[config.mk]
export PLATFORM = sky130hd
export DESIGN_NAME = ccff_bitstream_loader
export DESIGN_NICKNAME = d
export VERILOG_FILES = /design/src/rtl/ccff_loader_pkg.sv /design/src/rtl/ccff_word_serializer.sv /design/src/rtl/ccff_bitstream_loader.sv
export SDC_FILE = /design/constraint.sdc
export NUM_CORES = 1
export LEC_CHECK = 0
export ABC_AREA = 0
export CAP_MARGIN = 15
export CORE_MARGIN = 2
export CORE_UTILIZATION = 56
export DETAILED_ROUTE_END_ITERATION = 8
export MAX_ROUTING_LAYER = met4
export PLACE_DENSITY = 0.89
export SLEW_MARGIN = 25
export SYNTH_ARGS = -nofsm -noshare
export SYNTH_HDL_FRONTEND = slang
export SYNTH_SLANG_ARGS = --single-unit
[constraint.sdc]
create_clock -name prog_clk -period 3.9 [get_ports prog_clk]
set_input_delay 0.78 -clock prog_clk [delete_from_list [all_inputs] [get_ports prog_clk]]
set_output_delay 0.78 -clock prog_clk [all_outputs]
set_load 0.005 [all_outputs]
[src/rtl/ccff_loader_pkg.sv]
// Shared types and constants for the configuration-chain bitstream loader.
package ccff_loader_pkg;

    typedef enum logic [1:0] {
        StIdle,
        StPre,
        StShift,
        StFin
    } state_e;

    localparam int unsigned SENTINEL_W = 8;
    localparam logic [SENTINEL_W-1:0] SENTINEL = 8'hA5;

    // Sentinel bit for 0-based position idx, MSB first.
    function automatic logic sentinel_bit(input logic [2:0] idx);
        return SENTINEL[3'd7 - idx];
    endfunction

endpackage

[src/rtl/ccff_word_serializer.sv]
// One-word buffer that turns accepted bitstream words into a stream of bits, MSB first.
module ccff_word_serializer #(
    parameter int unsigned WORD_W = 8
) (
    input  logic              clk,
    input  logic              rst_n,
    input  logic              active,
    input  logic              prefetch,
    input  logic              chain_last,
    input  logic              clear,
    input  logic [WORD_W-1:0] word_data,
    input  logic              word_valid,
    output logic              word_ready,
    output logic              issue,
    output logic              bit_out
);

    localparam int unsigned IDX_W = $clog2(WORD_W + 1);

    logic [WORD_W-1:0] word_q, word_d;
    logic [IDX_W-1:0]  left_q, left_d;
    logic              full, word_end, accept;

    always_comb begin
        full     = (left_q != '0);
        word_end = (left_q == IDX_W'(1));
        issue    = active && full;
        bit_out  = word_q[WORD_W-1];
        // Accept while the last bit leaves so words stream without a bubble, but never once
        // the chain's final bit is going out.
        word_ready = !(issue && chain_last) &&
                     ((prefetch && !full) || (active && (!full || word_end)));
        accept = word_ready && word_valid;

        word_d = word_q;
        left_d = left_q;
        if (clear) begin
            left_d = '0;
        end else if (accept) begin
            word_d = word_data;
            left_d = IDX_W'(WORD_W);
        end else if (issue) begin
            word_d = word_q << 1;
            left_d = left_q - IDX_W'(1);
        end
    end

    always_ff @(posedge clk or negedge rst_n) begin
        if (!rst_n) begin
            word_q <= '0;
            left_q <= '0;
        end else begin
            word_q <= word_d;
            left_q <= left_d;
        end
    end

endmodule

[src/rtl/ccff_bitstream_loader.sv]
// Serializes bitstream words onto a configuration chain and gates its prog_clk shifts.
// Define CCFF_SENTINEL_CHECK_EN to add the A5 sentinel pre-shift and tail continuity check.
module ccff_bitstream_loader
    import ccff_loader_pkg::*;
#(
    parameter int unsigned CHAIN_LEN = 1024,
    parameter int unsigned WORD_W    = 8,
    parameter int unsigned CNT_W     = $clog2(CHAIN_LEN + WORD_W + 1)
) (
    input  logic              prog_clk,
    input  logic              prog_reset_n,
    input  logic              start,
    input  logic [WORD_W-1:0] word_data,
    input  logic              word_valid,
    output logic              word_ready,
    output logic              ccff_head,
    output logic              ccff_shift_en,
    input  logic              ccff_tail,
    output logic              busy,
    output logic              done,
    output logic              check_fail,
    output logic [CNT_W-1:0]  shift_count
);

`ifdef CCFF_SENTINEL_CHECK_EN
    localparam int unsigned PRE_LEN = SENTINEL_W;
`else
    localparam int unsigned PRE_LEN = 0;
`endif
    localparam logic [CNT_W-1:0] LAST_SHIFT = CNT_W'(CHAIN_LEN + PRE_LEN - 1);
    localparam logic [CNT_W-1:0] PRE_LAST   = CNT_W'(SENTINEL_W - 1);

    state_e           state_q, state_d;
    logic             head_q, head_d;
    logic             shift_en_q, shift_en_d;
    logic [CNT_W-1:0] count_q, count_d;
    logic             done_q, done_d;
    logic             active, prefetch, clear, chain_last, issue, bit_out;

    ccff_word_serializer #(
        .WORD_W (WORD_W)
    ) u_serializer (
        .clk        (prog_clk),
        .rst_n      (prog_reset_n),
        .active     (active),
        .prefetch   (prefetch),
        .chain_last (chain_last),
        .clear      (clear),
        .word_data  (word_data),
        .word_valid (word_valid),
        .word_ready (word_ready),
        .issue      (issue),
        .bit_out    (bit_out)
    );

    always_comb begin
        state_d    = state_q;
        head_d     = head_q;
        shift_en_d = 1'b0;
        count_d    = count_q;
        done_d     = done_q;
        clear      = 1'b0;
        active     = 1'b0;
        prefetch   = 1'b0;
        chain_last = (count_q == LAST_SHIFT);
        case (state_q)
            StIdle: begin
                if (start) begin
                    done_d  = 1'b0;
                    count_d = '0;
                    clear   = 1'b1;
`ifdef CCFF_SENTINEL_CHECK_EN
                    state_d = StPre;
`else
                    state_d = StShift;
`endif
                end
            end
            StPre: begin
                // Sentinel goes first; the first data word is fetched meanwhile.
                prefetch   = 1'b1;
                head_d     = sentinel_bit(count_q[2:0]);
                shift_en_d = 1'b1;
                count_d    = count_q + CNT_W'(1);
                if (count_q == PRE_LAST) state_d = StShift;
            end
            StShift: begin
                active = 1'b1;
                if (issue) begin
                    head_d     = bit_out;
                    shift_en_d = 1'b1;
                    count_d    = count_q + CNT_W'(1);
                    if (chain_last) state_d = StFin;
                end
            end
            StFin: begin
                clear   = 1'b1;
                done_d  = 1'b1;
                state_d = StIdle;
            end
            default: state_d = StIdle;
        endcase
    end

    always_ff @(posedge prog_clk or negedge prog_reset_n) begin
        if (!prog_reset_n) begin
            state_q    <= StIdle;
            head_q     <= 1'b0;
            shift_en_q <= 1'b0;
            count_q    <= '0;
            done_q     <= 1'b0;
        end else begin
            state_q    <= state_d;
            head_q     <= head_d;
            shift_en_q <= shift_en_d;
            count_q    <= count_d;
            done_q     <= done_d;
        end
    end

`ifdef CCFF_SENTINEL_CHECK_EN
    localparam logic [CNT_W-1:0] FIRST_CHK = CNT_W'(CHAIN_LEN + 1);

    logic             fail_q, fail_d;
    logic [CNT_W-1:0] tail_off;

    // The tail seen at the edge applying shift n is the pre-shift value; shifts
    // CHAIN_LEN+1 onward return the sentinel.
    always_comb begin
        fail_d   = fail_q;
        tail_off = count_q - FIRST_CHK;
        if (state_q == StIdle && start) begin
            fail_d = 1'b0;
        end else if (shift_en_q && count_q >= FIRST_CHK &&
                     ccff_tail != sentinel_bit(tail_off[2:0])) begin
            fail_d = 1'b1;
        end
    end

    always_ff @(posedge prog_clk or negedge prog_reset_n) begin
        if (!prog_reset_n) fail_q <= 1'b0;
        else               fail_q <= fail_d;
    end

    assign check_fail = fail_q;
`else
    logic unused_tail;
    assign unused_tail = ccff_tail;
    assign check_fail  = 1'b0;
`endif

    assign ccff_head     = head_q;
    assign ccff_shift_en = shift_en_q;
    assign busy          = (state_q != StIdle);
    assign done          = done_q;
    assign shift_count   = count_q;

endmodule

After elaboration in Yosys (flattened, before gate mapping):

Memories as Yosys holds them, arrays and structs flattened.
Index checks and enable logic that the tools add are counted.

* logic and storage cells: 70
* memories kept: 1
* flip-flop bits (word level): 28
* ROM bits: 8
* output and inout bits: 17

* reductions and logical operators: 23
* add/sub/neg operators: 3
* bitwise gates (word level): 1
* equality and inequality tests: 10
* order comparisons: 1
* multiplexer cells: 24

Memory list
* (name not given): depth 8, width 1, rd ports 1, clocked after Yosys merged registers in 0, write ports 0, line ccff_loader_pkg.sv:16 `return SENTINEL[3'd7 - idx];`

Operators by type and width (number)
* $pmux 11 s3: 1
* $mux 11: 2
* $mux 8: 2
* $mux 4: 3
* $add 11x1->11 const B: 1
* $eq 11x10->1 const B: 1
* $eq 11x3->1 const B: 1
* $mux 2: 4
* $pmux 1 s2: 4
* $pmux 2 s4: 1
* $reduce_bool 2->1: 4
* $mux 1: 7
* $logic_and 1x1->1: 6
* $ne 2x2->1 const B: 3
* $reduce_and 2->1: 3
* $reduce_bool 3->1: 2
* $eq 2x2->1 const B: 2
* $eq 4x1->1 const B: 1
* $lt 3x4->1 const B: 1
* $reduce_and 4->1: 1
* $reduce_bool 4->1: 1
* $sub 4x1->4 const B: 1
* $reduce_and 3->1: 1
* $sub 3x3->3 const A: 1
* 6 further kinds: 8

Depth between registers and ports, before layout:

Gate-level depths: netlist of the first run.

* depth in word-level cells: 9
* depth in mapped cells: 8

By module:

Synthesis of the first run repeated with hierarchy kept, for this count alone.

* cell total of the unflattened synthesis: 170
* area total of the unflattened synthesis: 1705.4 µm²

By module, submodules not included
* ccff_bitstream_loader: seq. area each 400.4 µm², cells an instance 104, area each 992.2 µm², instances 1
* ccff_word_serializer: seq. area each 300.3 µm², cells an instance 66, area each 713.2 µm², instances 1

Worst setup path after synthesis of the first run:

OpenSTA, ideal clock, no wires.

* path kind: register to output
* from: register count_q[0] (netlist: shift_count[0])
* to: output port word_ready
* cell stages (with the launch flop): 6
* arrival time: 1.543 ns
* buffers on the path: 0
* required time: 3.120 ns
* slack: 1.577 ns
* path through: dfrtp_1 -> ha_1 -> nand4_2 -> or4_4 -> nor2_1 -> nor2_1

* cells in the longest elaborated chain, start to end: 4

RTL lines
* from (decl): line ccff_bitstream_loader.sv:36 `logic [CNT_W-1:0] count_q, count_d;`
* from (signal assigned): line ccff_bitstream_loader.sv:116 `count_q <= count_d;`
* $eq 11x10->1: line ccff_bitstream_loader.sv:65 `chain_last = (count_q == LAST_SHIFT);`
* $logic_and 1x1->1: line ccff_word_serializer.sv:31 `word_ready = !(issue && chain_last) &&`
* $logic_not 1->1: line ccff_word_serializer.sv:31
* $logic_and 1x1->1: line ccff_word_serializer.sv:31
* to (decl): line ccff_bitstream_loader.sv:15 `output logic word_ready,`

Every way passes these cells.

Worst setup path after layout of the first run:

* from: register u_serializer.left_q[0]
* to: output port word_ready

* cells in the longest elaborated chain, start to end: 6

RTL lines
* from (decl): line ccff_word_serializer.sv:21 `logic [IDX_W-1:0] left_q, left_d;`
* from (signal assigned): line ccff_word_serializer.sv:54 `left_q <= left_d;`
* $reduce_bool 4->1: line ccff_word_serializer.sv:25 `full = (left_q != '0);`
* $logic_not 1->1: line ccff_word_serializer.sv:32 `((prefetch && !full) || (active && (!full || word_end)));`
* $logic_or 1x1->1: line ccff_word_serializer.sv:32
* $logic_and 1x1->1: line ccff_word_serializer.sv:32
* $logic_or 1x1->1: line ccff_word_serializer.sv:32
* $logic_and 1x1->1 (*): line ccff_word_serializer.sv:31

Every way passes the cells marked *; elsewhere a longest branch is shown, timed or not.

==> results of run 1 <==
[registers in the layout (all words and copies together), names as in the netlist]
signal               flops
done                     1
ccff_head                1
u_serializer.word_q      8
state_q                  2
ccff_shift_en            1
shift_count             11
u_serializer.left_q      4
[Yosys cell counts (4+ instances only)]
| master | n |
|---|---|
| a21oi_1 | 10 |
| a21oi_2 | 7 |
| dfrtp_1 | 28 |
| ha_1 | 9 |
| inv_1 | 8 |
| mux2i_1 | 9 |
| nand2_1 | 14 |
| nand3_1 | 5 |
| nor2_1 | 21 |
| nor3_1 | 5 |
| o21ai_0 | 13 |
| o31ai_1 | 4 |
[per-stage QoR]
stage                     cells  hold slack [ns]  utilization  worst slack (ns)  total power [uW]
after floorplan             173            0.484            -              1.58               825
after global routing        231            0.580        0.714             0.447              1280
after CTS                   231            0.549        0.714             0.587              1210
after detailed placement    227            0.515        0.695             0.974              1020
final                       231            0.542        0.714             0.591              1210
after global placement      227            0.498        0.695              1.08               976
[critical path: cells and delay by family (launching register included)]
| family | cells | cell delay, ns |
|---|---|---|
| simple gates | 4 | 0.97 |
| buf+inv | 2 | 0.61 |
| flops | 1 | 0.46 |
| fa+ha+maj | 1 | 0.17 |
[area by class of cell]
| cell class | count | share of cell area |
|---|---|---|
| multi-input cells | 131 | 0.442 |
| flip-flops and latches | 28 | 0.353 |
| repair buffers | 29 | 0.144 |
| well taps | 31 | 0.0195 |
| clock inverters | 1 | 0.0151 |
| inverters | 8 | 0.0151 |
| clock buffers | 3 | 0.0113 |
[logic make-up (layout without fill, tap and decap cells)]
group	after synthesis	count (layout)	synth area share
AOI/OAI and AO/OA	46	46	0.195
xor gates and xnor gates	4	4	0.0212
adders and majority gates	9	9	0.0680
buffers and inverters	14	41	0.0461
DFF	28	28	0.423
muxes	9	9	0.0544
other	1	1	0.00227
and+or+nand+nor	62	62	0.190
[per-layer routing]
| metal | wire [um] | share of wire |
|---|---|---|
| met1 | 1550 | 0.42 |
| met2 | 1900 | 0.51 |
| met3 | 158 | 0.043 |
| met4 | 84 | 0.023 |
| met5 | 0 | 0 |
[report_power, final]
| part | switching (uW) | total [uW] | internal (uW) |
|---|---|---|---|
| clock | 90.0 | 194 | 104 |
| combinational | 242 | 507 | 264 |
| sequential | 119 | 507 | 389 |
[placed cells by master (no fill, tap or decap), types with 2 or more instances in the layout]
master           synthesis  layout
a211o_1                  2       2
a21oi_1                 10      10
a21oi_2                  7       7
buf_4                    3       2
clkbuf_4                 0       3
clkdlybuf4s50_1          0      27
dfrtp_1                 28      28
ha_1                     9       9
inv_1                    8       8
mux2i_1                  9       9
nand2_1                 14      14
nand3_1                  5       5
nand4_1                  3       3
nor2_1                  21      21
nor2b_1                  2       2
nor3_1                   5       5
nor4_1                   2       2
o21ai_0                 13      13
o21ai_1                  2       2
o31ai_1                  4       4
xnor2_1                  2       2
xor2_1                   2       2
[worst paths after layout]
check	cells past startpoint	endpoint	slack, ns	from
min reg2reg	2	u_serializer.word_q[3]	0.54	u_serializer.word_q[3]
min in group asynchronous	2	shift_count[1]	0.80	prog_reset_n
max in group asynchronous	2	state_q[1]	2.83	prog_reset_n
max	7	word_ready	0.59	u_serializer.left_q[0]
min	2	u_serializer.word_q[3]	0.54	u_serializer.word_q[3]
max reg2reg	8	u_serializer.word_q[7]	1.53	state_q[0]
==> results.cfg, run 1 <==
[status]
status = complete, no violations

[placed_design]
dpl_cell_area_mm2 = 0.00193
place_congestion = 0.921
io_buffers = 27
dpl.hpwl_um = 2730

[worst_setup_path]
crit_type = register to output pin
critPathCaptureType = output pin
startpoint_type = register
cp_max_fo = 6
crit_slowest_cell = clkdlybuf4s50_1
arrival_ns = 2.53
cp_slowest_stage_delay_ns = 0.51
critPathRequiredTime_ns = 3.12
cpMostUsedCell = nor2_1
crit_chain = inv_1, ha_1, nor3b_2, or2b_1, nor2_1, nor2_1, clkdlybuf4s50_1

[global_route]
grtUsageMet3 = 0.0220
grt_max_degree = 29
antenna_found_initial = 0
grt_util_met1 = 0.295
busiest_layer = met2
grt.total_usage = 0.233
grt_overflow_total = 0
grt_pass1_wl_um = 5960
use_met2 = 0.379
grt_pass1_vias = 1390

[timing]
slew_headroom = 0.657
rsz0062_at_grt = no
maxSlewViolCount = 0
setup_viol = 0
worst_slew_pin_slew_ns = 0.513
fin_crit_ns = 3.31
hold_violations = 0
skew_ns = 0.0113
max_freq_mhz = 302
fin_tns_setup_ns = 0
timing.final.crit_share = 0.849

[clock_network]
cts-resized-gates = 0
ctsLongestPathBuffers = 2
numCtsBuffers = 3
cts.sinks = 28
cts_tree = done
h-tree-depth = 1
postCtsSetupBuffers = 0
hold_buffers = 0
cts.clk_slew.worst_paths_ns = 0.16
cts-root-buf = clkbuf_4
insertion_delay_ns = 0.34

[final_layout]
multiInputGateArea_um2 = 878
nets = 223
diodes = 0
layout.area.seq_um2 = 701
finish.instance_area_mm2 = 0.00199
area_growth_pct = 20.0
n_fill_cell = 199
final_layout_size_suffix_gt1_frac = 0.0950

[floorplan]
core_area_mm2 = 0.00278
die_h_um = 58.4
die_w_um = 58.4
start_util = 0.595
rows = 19
dieArea_mm2 = 0.00341
io_pins = 30

[synthesis]
synth_seq_cells = 28
synth-main-ff-cell = dfrtp_1
synth_area_leader_cell = dfrtp_1
synthCells = 173
ys_warn_count = 0
synth_edf_count = 0
yosysSeqAreaShare = 0.423
synth_top_area_share = 0.423
synthArstFlopShare = 1.00
netlist_area_mm2 = 0.00166
ys_types = 42
syn_avg_cell_area_um2 = 9.57
synthTopCellsByArea = dfrtp_1 42%, ha_1 6.8%, mux2i_1 5.4%, nor2_1 4.8%, o21ai_0 3.9%
syn_nets = 195

[detailed_routing]
wire_per_inst_um = 16.0
num_vias = 1413
ant_nets = 0
dr.pass1.iters = 4
viasPerCell = 6.12
wl_um = 3690
drtIter0Drc = 67
drc = 0

[power]
peakVddDrop_v = 0.000525
p_leak_uw = 0.000906
pwr_density_cell_mw_per_mm2 = 608

[worst_hold_path]
min_path_type = register to register

[run]
maxCapViolations = 0
(Power assumes the default switching activity.)
==> run 2: changes to the inputs <==
--- a/config.mk
+++ b/config.mk
@@ -8,10 +8,10 @@
 export ABC_AREA = 0
 export CAP_MARGIN = 15
 export CORE_MARGIN = 2
-export CORE_UTILIZATION = 56
+export CORE_UTILIZATION = 47
 export DETAILED_ROUTE_END_ITERATION = 8
 export MAX_ROUTING_LAYER = met4
-export PLACE_DENSITY = 0.89
+export PLACE_DENSITY = 0.81
 export SLEW_MARGIN = 25
 export SYNTH_ARGS = -nofsm -noshare
 export SYNTH_HDL_FRONTEND = slang
==> constraint.sdc (replaced) <==
create_clock -name prog_clk -period 2.7 [get_ports prog_clk]
set_input_delay 0.54 -clock prog_clk [delete_from_list [all_inputs] [get_ports prog_clk]]
set_output_delay 0.54 -clock prog_clk [all_outputs]
set_load 0.005 [all_outputs]
==> results.cfg, run 2 (same netlist as run 1, synthesis figures left out) <==
[floorplan]
die_w_um = 63.3
dieArea_mm2 = 0.00401
start_util = 0.492
core_area_mm2 = 0.00336
die_h_um = 63.3
io_pins = 30
rows = 21

[timing]
maxSlewViolCount = 0
fin_crit_ns = 2.44
setup_viol = 0
hold_violations = 0
max_freq_mhz = 410
worst_slack_ns = 0.258
rsz0062_at_grt = no
skew_ns = 0.0102
timing.final.crit_share = 0.904
fin_tns_setup_ns = 0

[global_route]
antenna_found_initial = 0
grt_pass1_vias = 1322
grt_overflow_total = 0
grt_max_degree = 29
grt_pass1_wl_um = 6020
grt.total_usage = 0.195

[clock_network]
ctsLongestPathBuffers = 2
numCtsBuffers = 3
hold_buffers = 0
cts.sinks = 28
cts_tree = done
cts.clk_slew.worst_paths_ns = 0.15
h-tree-depth = 1
cts-root-buf = clkbuf_4
insertion_delay_ns = 0.33

[final_layout]
area_growth_pct = 26.2
diodes = 0
fin_util = 0.621
n_fill_cell = 308
multiInputGateArea_um2 = 897
nets = 235
layout.area.seq_um2 = 703
final_layout_size_suffix_gt1_frac = 0.166
mostFrequentLayoutCells = 26 x dfrtp_1, 26 x clkdlybuf4s50_1, 20 x nor2_1, 14 x nand2_1, 14 x buf_4
finish.instance_area_mm2 = 0.00209
largest_reg_flops = 11

[power]
p_total_uw = 1730
p_leak_uw = 0.000963
pwr_density_cell_mw_per_mm2 = 826
internal_power_uw = 1070
switching_share = 0.382
p_switching_uw = 659
p_seq_frac = 0.407
clkPwrFrac = 0.101
power_frac_comb = 0.492
peakVddDrop_v = 0.000481

[worst_setup_path]
critPathCaptureType = output pin
cp_num_buf_inv = 1
cp_slowest_stage_delay_ns = 0.56
worstRegToRegCells = 7
crit_slowest_cell = or4_4
crit_type = register to output pin
critPathRequiredTime_ns = 2.16
cp_top_family = simple AND/OR/NAND/NOR gates
reg2reg_slack_ns = 0.51
reg2reg_to = u_serializer.word_q[7]
crit_chain = ha_2, nand4_2, or4_4, nor2_4, nor2_1, dlymetal6s2s_1
startpoint_type = register
r2r_start = shift_count[1]
arrival_ns = 1.90
cp_max_fo = 2

[detailed_routing]
drc = 0
ant_nets = 0
drtIter0Drc = 56
num_vias = 1406
viasPerCell = 5.47
wire_per_inst_um = 14.1
dr.pass1.iters = 4
wl_um = 3610

[placed_design]
dpl_cell_area_mm2 = 0.00200
place_congestion = 0.803
post-place-ws_ns = 0.214
dpl.hpwl_um = 2490
io_buffers = 27

[worst_hold_path]
min_path_type = register to register
hold_start = u_serializer.word_q[5]
hold_depth = 2
hold_path_end = u_serializer.word_q[5]

[run]
maxCapViolations = 0

[status]
status = complete, no violations
==> run 2: changes by cell type in the layout (fill, tap and decap cells not counted), sizes merged <==
cell           before  now
dlymetal6s2s        0    1
buf                 2   14
bufinv              1    0
clkdlybuf4s50      27   26
==> run 2: final cells by class <==
class,instances,share of cell area
clock buffer,3,0.0108
inverter,8,0.0144
multi-input combinational,131,0.430
sequential,28,0.337
tap,46,0.0276
timing repair buffer,41,0.181
==> run 2: worst reg2reg max path, cell delays in order (launching register included) <==
cell and delay, ns:
dfrtp_1 0.39, ha_2 0.19, nand4_2 0.11, or4_4 0.56
buf_4 0.18, o21bai_4 0.28, mux2i_1 0.29, a21oi_2 0.08
==> run 2: through the flow <==
stage / std cells / hold slack, ns
after detailed placement: 249 / 0.504
after floorplan: 173 / 0.244
after global routing: 257 / 0.554
final: 257 / 0.530
after CTS: 255 / 0.536
after global placement: 249 / 0.497
==> run 2: worst max path at each step <==
stage | start | to | slack (ns) | cells after the start
after global placement | shift_count[1] | word_ready | 0.23 | 6
final | shift_count[1] | word_ready | 0.26 | 6
after detailed placement | shift_count[1] | word_ready | 0.21 | 6
after global routing | shift_count[1] | word_ready | 0.19 | 6
after floorplan | shift_count[0] | word_ready | 0.62 | 5
after CTS | shift_count[0] | word_ready | 0.01 | 6
==> run 2: power by group through the flow <==
stage               clock network [uW]  registers (uW)  logic (uW)
floorplan                            0             692         499
global placement                     0             703         773
detailed placement                   0             708         793
CTS                                179             701         828
global route                       196             717         935
finish                             175             702         848
==> run 2: what timing repair did <==
item | in CTS | in global routing
buffers inserted | 3 | 2
gates resized for setup | 3 | 5
pin swaps | 1 | 3
gates cloned | 0 | 0
endpoints found under the setup margin | 1 | 1
==> run 2: per-layer routing <==
| metal | track usage | part of all wire |
|---|---|---|
| met5 | - | 0 |
| met4 | 0.0842 | 0.014 |
| met3 | 0.0196 | 0.055 |
| met2 | 0.297 | 0.47 |
| met1 | 0.266 | 0.46 |
